File: src/rtl/audio_dac_scheduler_if.sv
// Bundles the sample handshakes, the shutdown handshake and the DAC-facing
// outputs of the audio DAC scheduler. The master side is whatever produces
// samples and requests shutdown. The slave side is the scheduler itself.
interface audio_dac_scheduler_if;
    logic               tick;
    logic               a_valid;
    logic               a_ready;
    logic signed [15:0] a_l;
    logic signed [15:0] a_r;
    logic               b_enable;
    logic               b_valid;
    logic               b_ready;
    logic signed [15:0] b_l;
    logic signed [15:0] b_r;
    logic               shutdown_req;
    logic               shutdown_ack;
    logic               terminate;
    logic [15:0]        d_l;
    logic [15:0]        d_r;
    logic               underrun;
    logic               clipped;

    modport master (
        output tick, a_valid, a_l, a_r, b_enable, b_valid, b_l, b_r, shutdown_req,
        input  a_ready, b_ready, shutdown_ack, terminate, d_l, d_r, underrun, clipped
    );

    modport slave (
        input  tick, a_valid, a_l, a_r, b_enable, b_valid, b_l, b_r, shutdown_req,
        output a_ready, b_ready, shutdown_ack, terminate, d_l, d_r, underrun, clipped
    );
endinterface

File: src/rtl/audio_dac_scheduler.sv
// Sample scheduler in front of the stereo PWM/SD DAC.
// On each tick it takes one stereo sample from each of two requesters and mixes
// them with saturation. It then scales the mix by the fade volume and presents
// the result to the DAC in offset binary.
// It fades in after reset and fades out on a core change. After the fade-out it
// holds the DAC in terminate until the next reset.
module audio_dac_scheduler #(
    parameter int FADE_TICKS = 48
) (
    input  logic                  clk,
    input  logic                  reset,
    audio_dac_scheduler_if.slave  bus
);

    localparam int              CNT_W    = (FADE_TICKS > 1) ? $clog2(FADE_TICKS) : 1;
    localparam logic [CNT_W-1:0] CNT_LAST = CNT_W'(FADE_TICKS - 1);

    typedef enum logic [1:0] {
        FADE_IN  = 2'd0,
        RUN      = 2'd1,
        FADE_OUT = 2'd2,
        TERM     = 2'd3
    } state_t;

    state_t           state_reg, state_next;
    logic [6:0]       vol_reg, vol_next;
    logic [CNT_W-1:0] fade_cnt_reg, fade_cnt_next;

    // Pipeline stage markers: p1 = held samples valid, p2 = saturated mix valid,
    // p3 = left product valid, p4 = right product valid (d loads next).
    logic             p1_reg, p2_reg, p3_reg, p4_reg;
    logic [6:0]       vol_s_reg;
    logic             underrun_reg;
    logic             clipped_reg;

    logic             accept;
    logic signed [15:0] a_in [2];
    logic signed [15:0] b_in [2];
    logic [15:0]      s_ch [2];
    logic [15:0]      d_ch [2];
    logic             sat_ch [2];

    logic [15:0]      mul_in;
    logic signed [23:0] mul_a;
    logic signed [23:0] mul_b;
    logic signed [23:0] mul_full;
    logic [15:0]      prod_shared;
    logic             unused_mul_bits;

    // A tick is only honoured outside TERM. The readies are combinational, so
    // they are high on exactly the tick clk and low on every other clk.
    assign accept           = bus.tick && (state_reg != TERM);
    assign bus.a_ready      = accept;
    assign bus.b_ready      = accept && bus.b_enable;
    assign bus.terminate    = (state_reg == TERM);
    assign bus.shutdown_ack = (state_reg == TERM);
    assign bus.underrun     = underrun_reg;
    assign bus.clipped      = clipped_reg;
    assign bus.d_l          = d_ch[0];
    assign bus.d_r          = d_ch[1];

    assign a_in[0] = bus.a_l;
    assign a_in[1] = bus.a_r;
    assign b_in[0] = bus.b_l;
    assign b_in[1] = bus.b_r;

    // State, volume and fade counter registers.
    always_ff @(posedge clk or posedge reset) begin
        if (reset) begin
            state_reg    <= FADE_IN;
            vol_reg      <= 7'd0;
            fade_cnt_reg <= '0;
        end else begin
            state_reg    <= state_next;
            vol_reg      <= vol_next;
            fade_cnt_reg <= fade_cnt_next;
        end
    end

    // Fade sequencing. The counter only moves on ticks and wraps at each volume step.
    // A shutdown request freezes the volume where it is and restarts the counter.
    always_comb begin
        state_next    = state_reg;
        vol_next      = vol_reg;
        fade_cnt_next = fade_cnt_reg;
        unique case (state_reg)
            FADE_IN: begin
                if (bus.shutdown_req) begin
                    state_next    = FADE_OUT;
                    fade_cnt_next = '0;
                end else if (bus.tick) begin
                    if (fade_cnt_reg == CNT_LAST) begin
                        fade_cnt_next = '0;
                        vol_next      = vol_reg + 7'd1;
                        if (vol_reg == 7'd63) begin
                            state_next = RUN;
                        end
                    end else begin
                        fade_cnt_next = fade_cnt_reg + CNT_W'(1);
                    end
                end
            end
            RUN: begin
                if (bus.shutdown_req) begin
                    state_next    = FADE_OUT;
                    fade_cnt_next = '0;
                end
            end
            FADE_OUT: begin
                // A shutdown during the very first step of the fade-in arrives here
                // already silent, so there is nothing left to fade.
                if (vol_reg == 7'd0) begin
                    state_next = TERM;
                end else if (bus.tick) begin
                    if (fade_cnt_reg == CNT_LAST) begin
                        fade_cnt_next = '0;
                        vol_next      = vol_reg - 7'd1;
                        if (vol_reg == 7'd1) begin
                            state_next = TERM;
                        end
                    end else begin
                        fade_cnt_next = fade_cnt_reg + CNT_W'(1);
                    end
                end
            end
            TERM: begin
                state_next = TERM;
            end
            default: begin
                state_next = FADE_IN;
            end
        endcase
    end

    // Stage markers, the per-sample volume snapshot and the status pulses.
    always_ff @(posedge clk or posedge reset) begin
        if (reset) begin
            p1_reg       <= 1'b0;
            p2_reg       <= 1'b0;
            p3_reg       <= 1'b0;
            p4_reg       <= 1'b0;
            vol_s_reg    <= 7'd0;
            underrun_reg <= 1'b0;
            clipped_reg  <= 1'b0;
        end else begin
            p1_reg       <= accept;
            p2_reg       <= p1_reg;
            p3_reg       <= p2_reg;
            p4_reg       <= p3_reg;
            underrun_reg <= accept && (!bus.a_valid || (bus.b_enable && !bus.b_valid));
            clipped_reg  <= p1_reg && (sat_ch[0] || sat_ch[1]);
            if (p1_reg) begin
                vol_s_reg <= vol_reg;
            end
        end
    end

    // One multiplier serves both channels: left while p2 is high, right while p3 is high.
    // The product is shifted right by 6 with floor rounding, which is the same as
    // taking bits [21:6] of the signed product.
    assign mul_in          = p2_reg ? s_ch[0] : s_ch[1];
    assign mul_a           = $signed({{8{mul_in[15]}}, mul_in});
    assign mul_b           = $signed({17'd0, vol_s_reg});
    assign mul_full        = mul_a * mul_b;
    assign prod_shared     = mul_full[21:6];
    assign unused_mul_bits = ^{mul_full[23:22], mul_full[5:0]};

    generate
        for (genvar gi = 0; gi < 2; gi++) begin : gen_ch
            logic signed [15:0] held_a_reg;
            logic signed [15:0] held_b_reg;
            logic [16:0]        sum;
            logic               sat_hi;
            logic               sat_lo;
            logic [15:0]        sat_val;
            logic [15:0]        s_reg;
            logic [15:0]        prod_reg;
            logic [15:0]        d_reg;
            logic               load_prod;

            // Capture this channel's input samples on the tick. On an underrun the
            // old sample repeats. When B is disabled, its held sample is cleared.
            always_ff @(posedge clk or posedge reset) begin
                if (reset) begin
                    held_a_reg <= '0;
                    held_b_reg <= '0;
                end else if (accept) begin
                    if (bus.a_valid) begin
                        held_a_reg <= a_in[gi];
                    end
                    if (!bus.b_enable) begin
                        held_b_reg <= '0;
                    end else if (bus.b_valid) begin
                        held_b_reg <= b_in[gi];
                    end
                end
            end

            // 17-bit mix. The two top bits disagree exactly when the sum overflowed 16 bits.
            assign sum       = {held_a_reg[15], held_a_reg} + {held_b_reg[15], held_b_reg};
            assign sat_hi    = (sum[16:15] == 2'b01);
            assign sat_lo    = (sum[16:15] == 2'b10);
            assign sat_val   = sat_hi ? 16'h7FFF : (sat_lo ? 16'h8000 : sum[15:0]);
            assign sat_ch[gi] = sat_hi || sat_lo;
            assign s_ch[gi]  = s_reg;
            assign load_prod = (gi == 0) ? p2_reg : p3_reg;
            assign d_ch[gi]  = d_reg;

            // Saturated mix, scaled product and DAC output for this channel.
            // Both d registers load on the same clk. In TERM the output is forced
            // to silence so that a sample still in the pipeline cannot leak out.
            always_ff @(posedge clk or posedge reset) begin
                if (reset) begin
                    s_reg    <= '0;
                    prod_reg <= '0;
                    d_reg    <= 16'h8000;
                end else begin
                    if (p1_reg) begin
                        s_reg <= sat_val;
                    end
                    if (load_prod) begin
                        prod_reg <= prod_shared;
                    end
                    if (state_reg == TERM) begin
                        d_reg <= 16'h8000;
                    end else if (p4_reg) begin
                        d_reg <= prod_reg ^ 16'h8000;
                    end
                end
            end
        end
    endgenerate

endmodule

File: src/flat_wrapper.sv
// flat-port wrapper written by rule: the top's interface ports become plain ports
module audio_dac_scheduler_flat 
#(
    parameter int FADE_TICKS = 48
)
  (clk, reset, bus_tick, bus_a_valid, bus_a_l, bus_a_r, bus_b_enable, bus_b_valid, bus_b_l, bus_b_r, bus_shutdown_req, bus_a_ready, bus_b_ready, bus_shutdown_ack, bus_terminate, bus_d_l, bus_d_r, bus_underrun, bus_clipped);
  audio_dac_scheduler_if bus_i ();
  input  logic clk;
  input  logic reset;
  input wire logic [$bits(bus_i.tick)-1:0] bus_tick;
  input wire logic [$bits(bus_i.a_valid)-1:0] bus_a_valid;
  input wire logic [$bits(bus_i.a_l)-1:0] bus_a_l;
  input wire logic [$bits(bus_i.a_r)-1:0] bus_a_r;
  input wire logic [$bits(bus_i.b_enable)-1:0] bus_b_enable;
  input wire logic [$bits(bus_i.b_valid)-1:0] bus_b_valid;
  input wire logic [$bits(bus_i.b_l)-1:0] bus_b_l;
  input wire logic [$bits(bus_i.b_r)-1:0] bus_b_r;
  input wire logic [$bits(bus_i.shutdown_req)-1:0] bus_shutdown_req;
  output wire logic [$bits(bus_i.a_ready)-1:0] bus_a_ready;
  output wire logic [$bits(bus_i.b_ready)-1:0] bus_b_ready;
  output wire logic [$bits(bus_i.shutdown_ack)-1:0] bus_shutdown_ack;
  output wire logic [$bits(bus_i.terminate)-1:0] bus_terminate;
  output wire logic [$bits(bus_i.d_l)-1:0] bus_d_l;
  output wire logic [$bits(bus_i.d_r)-1:0] bus_d_r;
  output wire logic [$bits(bus_i.underrun)-1:0] bus_underrun;
  output wire logic [$bits(bus_i.clipped)-1:0] bus_clipped;
  assign bus_i.tick = bus_tick;
  assign bus_i.a_valid = bus_a_valid;
  assign bus_i.a_l = bus_a_l;
  assign bus_i.a_r = bus_a_r;
  assign bus_i.b_enable = bus_b_enable;
  assign bus_i.b_valid = bus_b_valid;
  assign bus_i.b_l = bus_b_l;
  assign bus_i.b_r = bus_b_r;
  assign bus_i.shutdown_req = bus_shutdown_req;
  assign bus_a_ready = bus_i.a_ready;
  assign bus_b_ready = bus_i.b_ready;
  assign bus_shutdown_ack = bus_i.shutdown_ack;
  assign bus_terminate = bus_i.terminate;
  assign bus_d_l = bus_i.d_l;
  assign bus_d_r = bus_i.d_r;
  assign bus_underrun = bus_i.underrun;
  assign bus_clipped = bus_i.clipped;
  audio_dac_scheduler #(.FADE_TICKS(FADE_TICKS)) u_core (.clk(clk), .reset(reset), .bus(bus_i));
endmodule
File: config.mk
export PLATFORM = sky130hd
export DESIGN_NAME = audio_dac_scheduler_flat
export DESIGN_NICKNAME = d
export VERILOG_FILES = /design/src/rtl/audio_dac_scheduler_if.sv /design/src/rtl/audio_dac_scheduler.sv /design/src/flat_wrapper.sv
export SDC_FILE = /design/constraint.sdc
export NUM_CORES = 1
export LEC_CHECK = 0
export BUFFER_PORTS_ARGS = -buffer_cell sky130_fd_sc_hd__buf_2
export CORE_MARGIN = 2
export CORE_UTILIZATION = 26
export CTS_CLUSTER_SIZE = 14
export DETAILED_ROUTE_END_ITERATION = 7
export PLACE_DENSITY = 0.47
export SYNTH_ARGS = -nofsm -noshare
export SYNTH_HDL_FRONTEND = slang
export SYNTH_SLANG_ARGS = --single-unit
File: constraint.sdc
create_clock -name clk -period 8.85 [get_ports clk]
set_input_delay 0.4425 -clock clk [delete_from_list [all_inputs] [get_ports clk]]
set_output_delay 0.4425 -clock clk [all_outputs]
set_load 0.01 [all_outputs]
# Word-level counts from Yosys, hierarchy flattened

Cells that the tools add are included.
W data, S select, Z words.

Reductions and logical operators: 21
Bitwise operators: 2
Multiplexer cells: 36
$mul: 1
$add $sub $neg: 5
Equality and inequality tests: 25

Operators with widths:

| operator              | count |
|---|---|
| $mux W16              | 13 |
| $mux W7               | 6 |
| $add A16 B16 Y17      | 2 |
| $mux W6               | 5 |
| $mul A16 B8 Y22       | 1 |
| $mux W2               | 9 |
| $pmux W6 S3           | 1 |
| $pmux W7 S2           | 1 |
| $reduce_and A7 Y1     | 2 |
| $ne A2 B2 Y1 const B  | 6 |
| $ne A3 B2 Y1 const B  | 3 |
| $eq A2 B2 Y1 const B  | 4 |
| $pmux W2 S4           | 1 |
| $add A7 B1 Y7 const B | 1 |
| $eq A7 B1 Y1 const B  | 1 |
| $eq A7 B6 Y1 const B  | 1 |
| $logic_not A7 Y1      | 1 |
| $sub A7 B1 Y7 const B | 1 |
| $add A6 B1 Y6 const B | 1 |
| $eq A2 B1 Y1 const B  | 3 |
| $eq A6 B6 Y1 const B  | 1 |
| $ne A2 B1 Y1 const B  | 3 |
| $ne A3 B1 Y1 const B  | 2 |
| $logic_and A1 B1 Y1   | 5 |
| 9 further kinds       | 16 |

Flip-flop bits (word level): 188
Output and inout bits: 38
Bits of input ports: 71

# Depth between registers and ports, before layout

Gate-level depths: netlist of run 1.

Word-level depth: 6
Depth in mapped cells: 22
Mapped depth without buffers: 20

# Worst setup path before layout of run 1

No wires, ideal clock.

Kind: register to register
Start: register u_core.p2_reg, in the netlist u_core.gen_ch[0].load_prod
End: register u_core.gen_ch[0].prod_reg[12]
Slack: 3.444 ns
Data arrival time: 5.282 ns
Stages on the path, launching flop included: 21
Path buffers: 2
Path through: dfrtp_1 -> buf_6 -> clkbuf_4 -> mux2i_1 -> nand2b_1 -> fa_1 -> fa_1 -> inv_1 -> fa_1 -> inv_1 -> fa_1 -> inv_1 -> ha_1 -> or3_1 -> o21a_2 -> a221oi_4 -> o21ai_2 -> a21oi_2 -> o211ai_1 -> xor2_1 -> mux2_2

Word-level cells in the longest chain between the ends: 2

Ends and longest elaborated chain:

| what                   | line                       | source |
|---|---|---|
| start, declared        | audio_dac_scheduler.sv:31  | `logic p1_reg, p2_reg, p3_reg, p4_reg;` |
| start signal, assigned | audio_dac_scheduler.sv:147 | `p2_reg <= p1_reg;` |
| $mux W16               | audio_dac_scheduler.sv:161 | `assign mul_in = p2_reg ? s_ch[0] : s_ch[1];` |
| $mul A16 B8 Y22        | audio_dac_scheduler.sv:164 | `assign mul_full = mul_a * mul_b;` |
| end signal, assigned   | audio_dac_scheduler.sv:222 | `prod_reg <= prod_shared;` |
| end, declared          | audio_dac_scheduler.sv:177 | `logic [15:0] prod_reg;` |

Several ways; a longest one is shown, not always the timed one.
A chain may end at the register's enable or synchronous reset.

# Final worst setup path of run 1

Start: register u_core.p2_reg, in the netlist u_core.gen_ch[0].load_prod
End: register u_core.gen_ch[1].prod_reg[12]

Word-level cells in the longest chain between the ends: 2

Ends and longest elaborated chain:

| what                 | line |
|---|---|
| $mux W16             | audio_dac_scheduler.sv:161 |
| $mul A16 B8 Y22      | audio_dac_scheduler.sv:164 |
| end signal, assigned | audio_dac_scheduler.sv:222 |
| end, declared        | audio_dac_scheduler.sv:177 |

No other way between the ends.

==> results of run 1 <==
==> per-layer routing <==
| layer | part of all wire [%] | up-vias | routed length (um) | global-route usage, % |
|---|---|---|---|---|
| li1 | - | 4154 | - | - |
| met5 | 0 | - | 0 | 0 |
| met2 | 44 | 136 | 12600 | 18.4 |
| met3 | 4.1 | 26 | 1170 | 2.74 |
| met1 | 51 | 4024 | 14600 | 17.0 |
| met4 | 1.5 | 0 | 423 | 4.17 |
==> power by group through the flow <==
stage,registers [uW],clock network [uW],logic [uW]
2_1_floorplan,913,0,111
3_3_place_gp,922,0,161
3_5_place_dp,922,0,163
4_1_cts,905,801,164
5_1_grt,909,832,183
6_report,905,769,159
==> through the flow <==
stage                     hold WS (ns)  setup WS (ns)
after global placement           0.492           2.99
after detailed placement         0.489           2.91
after global routing             0.152           2.58
after floorplan                  0.352           3.30
final                           0.0606           2.96
after CTS                        0.126           2.89
==> worst max path at each step <==
stage	startpoint	end	slack, ns	depth (start not counted)
final	u_core.gen_ch[0].load_prod$_DFF_PP0_	u_core.gen_ch[1].prod_reg[12]$_DFFE_PP0P_	2.96	19
after global routing	u_core.gen_ch[0].load_prod$_DFF_PP0_	u_core.gen_ch[1].prod_reg[12]$_DFFE_PP0P_	2.58	19
after CTS	u_core.gen_ch[0].load_prod$_DFF_PP0_	u_core.gen_ch[1].prod_reg[12]$_DFFE_PP0P_	2.89	19
after detailed placement	u_core.gen_ch[0].load_prod$_DFF_PP0_	u_core.gen_ch[0].prod_reg[12]$_DFFE_PP0P_	2.91	19
after global placement	u_core.gen_ch[0].load_prod$_DFF_PP0_	u_core.gen_ch[0].prod_reg[12]$_DFFE_PP0P_	2.99	19
after floorplan	reset	u_core.bus.clipped$_DFF_PP0_	3.30	1
==> critical path, delay by kind of cell, from the launching register on <==
family	cells	cell delay [ns]
buffers and inverters	4	0.59
xor gates and xnor gates	1	0.17
and+or+nand+nor	2	0.55
DFF	1	0.32
adders and majority gates	5	2.15
muxes	2	0.86
AOI/OAI and AO/OA	5	1.13
==> cells in the mapped netlist (3+ instances only) <==
library cell / instances
o211ai_1: 3
and2_1: 20
and2b_1: 4
o21a_1: 3
buf_1: 9
or3_1: 11
nor2_1: 89
mux2_2: 70
a21oi_1: 79
mux2i_1: 44
o31ai_1: 3
buf_6: 3
inv_1: 127
fa_1: 82
a211oi_1: 10
dfrtp_1: 186
o21bai_1: 5
xnor2_1: 36
clkbuf_1: 31
ha_1: 88
o21ai_0: 12
nor2b_1: 62
a21o_1: 15
nand4_1: 3
o22a_1: 6
nand2_1: 50
nand3_1: 12
xor2_1: 26
nand2b_1: 19
a22o_1: 32
and3_1: 9
nor3_1: 7
==> cell type report <==
| type | instances | area (um^2) |
|---|---|---|
| Fill cell | 4969 | 33500 |
| Multi-Input combinational cell | 830 | 7290 |
| Sequential cell | 188 | 4710 |
| Tap cell | 615 | 769 |
| Timing Repair Buffer | 115 | 593 |
| Inverter | 127 | 484 |
| Clock buffer | 21 | 450 |
| Clock inverter | 10 | 109 |
| Antenna cell | 2 | 5.00 |
==> kinds of logic (layout without fill, tap and decap cells) <==
family	count (synthesis)	after routing
xor+xnor	62	62
fa+ha+maj	170	170
other cells	0	2
mux	116	116
simple gates	292	292
buf+inv	172	273
flops	188	188
compound gates	190	190
==> metrics.csv, run 1 <==
metric;value;unit
Final min period;5.89;ns
setup TNS;0;ns
reg-to-reg critical path endpoint;u_core.gen_ch[1].prod_reg[12]$_DFFE_PP0P_;
Rel. slew slack;37.1;%
GP Congestion;0.758;
layout net count;1520;
simple-gate share of the synthesized area;11.6;%
fmax;0.170;GHz
crit path cell chain;buf_4 -> mux2i_1 -> nand2b_1 -> fa_1 -> fa_1 -> inv_1 -> fa_1 -> inv_1 -> fa_1 -> inv_1 -> ha_1 -> or3_1 -> o21a_2 -> a221oi_4 -> o21ai_2 -> a21oi_2 -> o211ai_1 -> xor2_1 -> mux2_2;
synthesized area per cell;10.7;um^2
final setup fails;0;
status;complete, no violations;
syn nets;1431;
CTS buffer count;17;
max-slew violation total from the final report;0;
sw power;485;uW
Post-DRT Antenna Nets;0;
CTS tree;yes;
largest family of logic cells by synthesized area;adder cells;
# hold bufs at CTS;0;
area grow syn2layout;13.7;%
Via density;4.37;
Arr. time, crit path;6.25;ns
clk_lat worst skew;0.49;ns
initial antenna violation count;2;
Die Wd;225;um
vias in the first global route;8613;
cells on worst reg2reg path;19;
Tcrit/Tclk final;66.5;%
Sinks on Clock Net;188;
fin util;30.1;%
Tot Pwr;1830;uW
post-synthesis async set-or-reset flop share;100;%
sequential-to-total area share from yosys stat;37.1;%
first-pass GRT wire length;47800;um
die height;225;um
routed via count;8340;
grt total ovfl;0;
Initial Utilization;26.4;%
sequential share of power;49.4;%
Netlist cell types;59;
ys flop type;dfrtp_1;
Hold Crit Class;in2async;
power per cell area;127;nW/um^2
post-CTS sizing;0;
postcts setup bufs;0;
Leak Pwr;0.00721;uW
Crit. End Element;flip-flop;
Routed WL per cell;15.1;um
CTS Root Buffer Type;clkbuf_16;
VDD IR max;0.0979;mV
post-route cell area;14400;um^2
Max Cap Viol;0;
most frequent cells in the layout;dfrtp_1 (184), inv_1 (126), buf_2 (108);
clock share of power;42.0;%
CORE AREA;47900;um^2
Crit-path slowest cell;mux2i_1;
Post-Syn Area;12700;um^2
top cell type's share of synthesized area;36.7;%
Cells after DPL;1875;
Final Skew;0.0167;ns
worst slew pin tran;0.943;ns
number of flops mapped to enable cells by yosys;0;
Post-DP Area;13900;um^2
Cells after Synth;1190;
DP HPWL;21700;um
R2R setup slack;2.96;ns
pin count of the biggest net entering global routing;124;
overall routing resource usage;12.2;%
XOR/XNOR Fraction of Synth Area;4.28;%
layout cells sized above 1;17.8;%
mux share of post-synthesis cell area;9.91;%
port bufs;108;
complex-gate fraction of the synthesized area;10.1;%
leading area contributor after synthesis;dfrtp_1;
most used cell, CP;fa_1;
Synth Area in Adders;21.6;%
Post-Layout Cell Count;1908;
RSZ-0062 raised after global routing;false;
Gate power share;8.7;%
Post-route DRC;0;
CP peak stage delay;0.59;ns
Core Rows;80;
clk slew on worst S/H paths;0.07;ns
Synth area leaders;dfrtp_1 (37%), fa_1 (13%), ha_1 (8.7%), mux2_2 (6.2%), inv_1 (3.8%);
1st-pass router iterations;4;
synth warn;0;
most common cell after layout, fill and taps aside;dfrtp_1;
CP Max Fanout;36;
initial drt markers;325;
register bit total from synthesis;188;
H-tree level count;4;
Die ar.;50500;um^2
CP Class;reg2reg;
CP startpoint kind;flip-flop;
CP required;9.22;ns
IO Pins;109;
internal power;1350;uW
R2R Path Start;u_core.gen_ch[0].load_prod$_DFF_PP0_;
Longest Clk Path Bufs;2;
sw frac;26.4;%
total wire length;28700;um
Final Hold Vio Count;0;
No activity file was read; power rests on OpenSTA's default activity.
==> inputs of run 2 (changes only) <==
==> constraint.sdc (replaced) <==
create_clock -name clk -period 6 [get_ports clk]
set_input_delay 0.3 -clock clk [delete_from_list [all_inputs] [get_ports clk]]
set_output_delay 0.3 -clock clk [all_outputs]
set_load 0.01 [all_outputs]
==> run 2 against run 1 <==
Via count is 1.8% higher. Total power is 50% higher. Combinational power rose by 62%. Sequential share of layout area shrank 0.87 points. Sequential power up 47%. Largest cell class unchanged. Setup slack got worse by 2.5 ns.
==> metrics.csv, run 2 (synthesis gave the netlist of run 1 again) <==
metric;value;unit;change
status;complete, no violations;;
GP Congestion;0.753;;-0.57%
CP required;6.37;ns;-2.85 ns
setup TNS;0;ns;unchanged
initial antenna violation count;2;;unchanged
Final min period;5.53;ns;-0.355 ns
Rel. slew slack;31.6;%;-5.5 points
Tcrit/Tclk final;92.2;%;+26 points
CP Max Fanout;6;;-83%
internal power;2010;uW;+49%
fmax;0.181;GHz;+6.4%
layout cells sized above 1;18.5;%;+0.65 points
Post-Layout Cell Count;1949;;+2.1%
register area;4710;um^2;unchanged
initial drt markers;341;;+4.9%
Hold Crit Class;in2reg;;
final worst slack;0.470;ns;-2.50 ns
Longest Clk Path Bufs;2;;unchanged
vias in the first global route;8814;;+2.3%
sequential share of power;48.4;%;-1.0 points
overall routing resource usage;12.3;%;+0.18 points
Post-DP Area;13900;um^2;+0.65%
CORE AREA;47900;um^2;unchanged
multi-input logic area;7290;um^2;unchanged
worst slew pin tran;1.03;ns;+0.0828 ns
Routed WL per cell;15.0;um;-0.63%
1st-pass router iterations;4;;unchanged
CP peak stage delay;0.55;ns;-0.04 ns
Post-route DRC;0;;unchanged
Sinks on Clock Net;188;;unchanged
RSZ-0062 raised after global routing;false;;
pre-CTS setup slack;0.434;ns;-2.47 ns
layout net count;1560;;+2.6%
power per cell area;186;nW/um^2;+46%
most common cell after layout, fill and taps aside;dfrtp_1;;
area grow syn2layout;16.8;%;
Die ar.;50500;um^2;unchanged
H-tree level count;4;;unchanged
sw frac;27.3;%;+0.87 points
Leak Pwr;0.00740;uW;+2.6%
most used cell, CP;fa_1;;
Arr. time, crit path;5.90;ns;-0.35 ns
clock share of power;42.3;%;+0.3 points
clk_lat worst skew;0.50;ns;about the same
max-slew violation total from the final report;0;;unchanged
fill count;4898;;-1.4%
sw power;754;uW;+55%
crit path cell chain;buf_4 -> mux2i_1 -> buf_4 -> nor2b_1 -> fa_1 -> fa_1 -> inv_1 -> fa_1 -> fa_1 -> inv_1 -> ha_1 -> or3_1 -> o21a_2 -> a221oi_4 -> o21ai_2 -> a21oi_2 -> o211ai_1 -> xor2_1 -> mux2_2;;
Crit-path slowest cell;fa_1;;
routed via count;8486;;+1.8%
Gate power share;9.3;%;+0.6 points
final setup fails;0;;unchanged
Crit. End Element;flip-flop;;
Initial Utilization;26.4;%;unchanged
port bufs;108;;unchanged
CP Class;reg2reg;;
postcts setup bufs;0;;unchanged
CP startpoint kind;flip-flop;;
Max Cap Viol;0;;unchanged
Post-DRT Antenna Nets;0;;unchanged
Cells after DPL;1887;;+0.64%
IO Pins;109;;unchanged
pin count of the biggest net entering global routing;112;;-9.7%
grt total ovfl;0;;unchanged
post-route cell area;14800;um^2;+2.7%
CTS tree;yes;;
CTS buffer count;17;;unchanged
DP HPWL;22000;um;+1.7%
Final Hold Vio Count;0;;unchanged
CTS Root Buffer Type;clkbuf_16;;
clk slew on worst S/H paths;0.07;ns;about the same
total wire length;29200;um;+1.5%
first-pass GRT wire length;48400;um;+1.4%
Die Wd;225;um;unchanged
most frequent cells in the layout;dfrtp_1 (184), inv_1 (126), buf_2 (108);;
Final Skew;0.0183;ns;+0.00161 ns
die height;225;um;unchanged
Core Rows;80;;unchanged
VDD IR max;0.149;mV;+52%
Via density;4.35;;-0.39%
[run 2: cell count changes in the layout (fill, tap and decap cells not counted), sizes merged]
cell,delta
clkinv,+3
inv,+2
clkbuf,-4
dlygate4sd3,+28
buf,+12
[run 2: worst paths after layout]
path / start / endpoint / slack [ns] / cells past startpoint
worst max-delay path: u_core.gen_ch[0].load_prod$_DFF_PP0_ / u_core.gen_ch[0].prod_reg[12]$_DFFE_PP0P_ / 0.47 / 19
worst min-delay path: bus_b_l[7] / u_core.gen_ch[0].held_b_reg[7]$_DFFE_PP0P_ / 0.04 / 2
worst max register to register: u_core.gen_ch[0].load_prod$_DFF_PP0_ / u_core.gen_ch[0].prod_reg[12]$_DFFE_PP0P_ / 0.47 / 19
worst min register to register: u_core.gen_ch[1].s_reg[7]$_DFFE_PP0P_ / u_core.gen_ch[1].s_reg[7]$_DFFE_PP0P_ / 0.51 / 2
max in group asynchronous: reset / u_core.p1_reg$_DFF_PP0_ / 3.90 / 4
min in group asynchronous: reset / u_core.gen_ch[0].held_a_reg[12]$_DFFE_PP0P_ / 0.50 / 3
[run 2: metal layers]
| metal | up-vias | global-route usage, % | part of all wire (%) |
|---|---|---|---|
| met5 | - | 0 | 0 |
| met4 | 0 | 4.40 | 1.9 |
| met3 | 27 | 2.98 | 3.5 |
| met2 | 117 | 18.7 | 44 |
| met1 | 4097 | 17.1 | 50 |
| li1 | 4245 | - | - |
[run 2: layout make-up]
| class | count | share of cell area, % |
|---|---|---|
| clock buffer | 17 | 2.87 |
| antenna | 2 | 0.0338 |
| clock inverter | 15 | 1.06 |
| inverter | 127 | 3.27 |
| tap | 615 | 5.20 |
| sequential | 188 | 31.8 |
| timing repair buffer | 155 | 6.51 |
| multi-input combinational | 830 | 49.3 |
[run 2: timing repair]
item | 4_1_cts | 5_1_grt
hold buffers | 28 | 0
gates resized for setup | 0 | 0
hold endpoints to repair | 72 | 0
[run 2: per-stage QoR]
| stage | utilization (%) | hold slack (ns) | total power (uW) |
|---|---|---|---|
| global placement | 29.1 | 0.487 | 1610 |
| global route | 30.9 | 0.00311 | 2900 |
| floorplan | - | 0.352 | 1510 |
| CTS | 30.9 | 0.000105 | 2810 |
| detailed placement | 29.1 | 0.493 | 1610 |
| finish | 30.9 | 0.0356 | 2760 |
[run 2: critical path, delay by kind of cell, from the launching register on]
family	cells	cell delay (ns)
adder cells (fa/ha/maj)	5	2.17
AO/OA/AOI/OAI	5	1.12
flip-flops	1	0.53
multiplexers	2	0.52
buffers and inverters	4	0.49
AND/OR/NAND/NOR	2	0.43
XOR/XNOR	1	0.16
[run 2: power groups by stage]
stage	logic, uW	registers, uW	clock network (uW)
after floorplan	164	1350	0
after global placement	245	1360	0
after detailed placement	248	1360	0
after CTS	264	1340	1210
after global routing	294	1340	1260
final	257	1330	1170
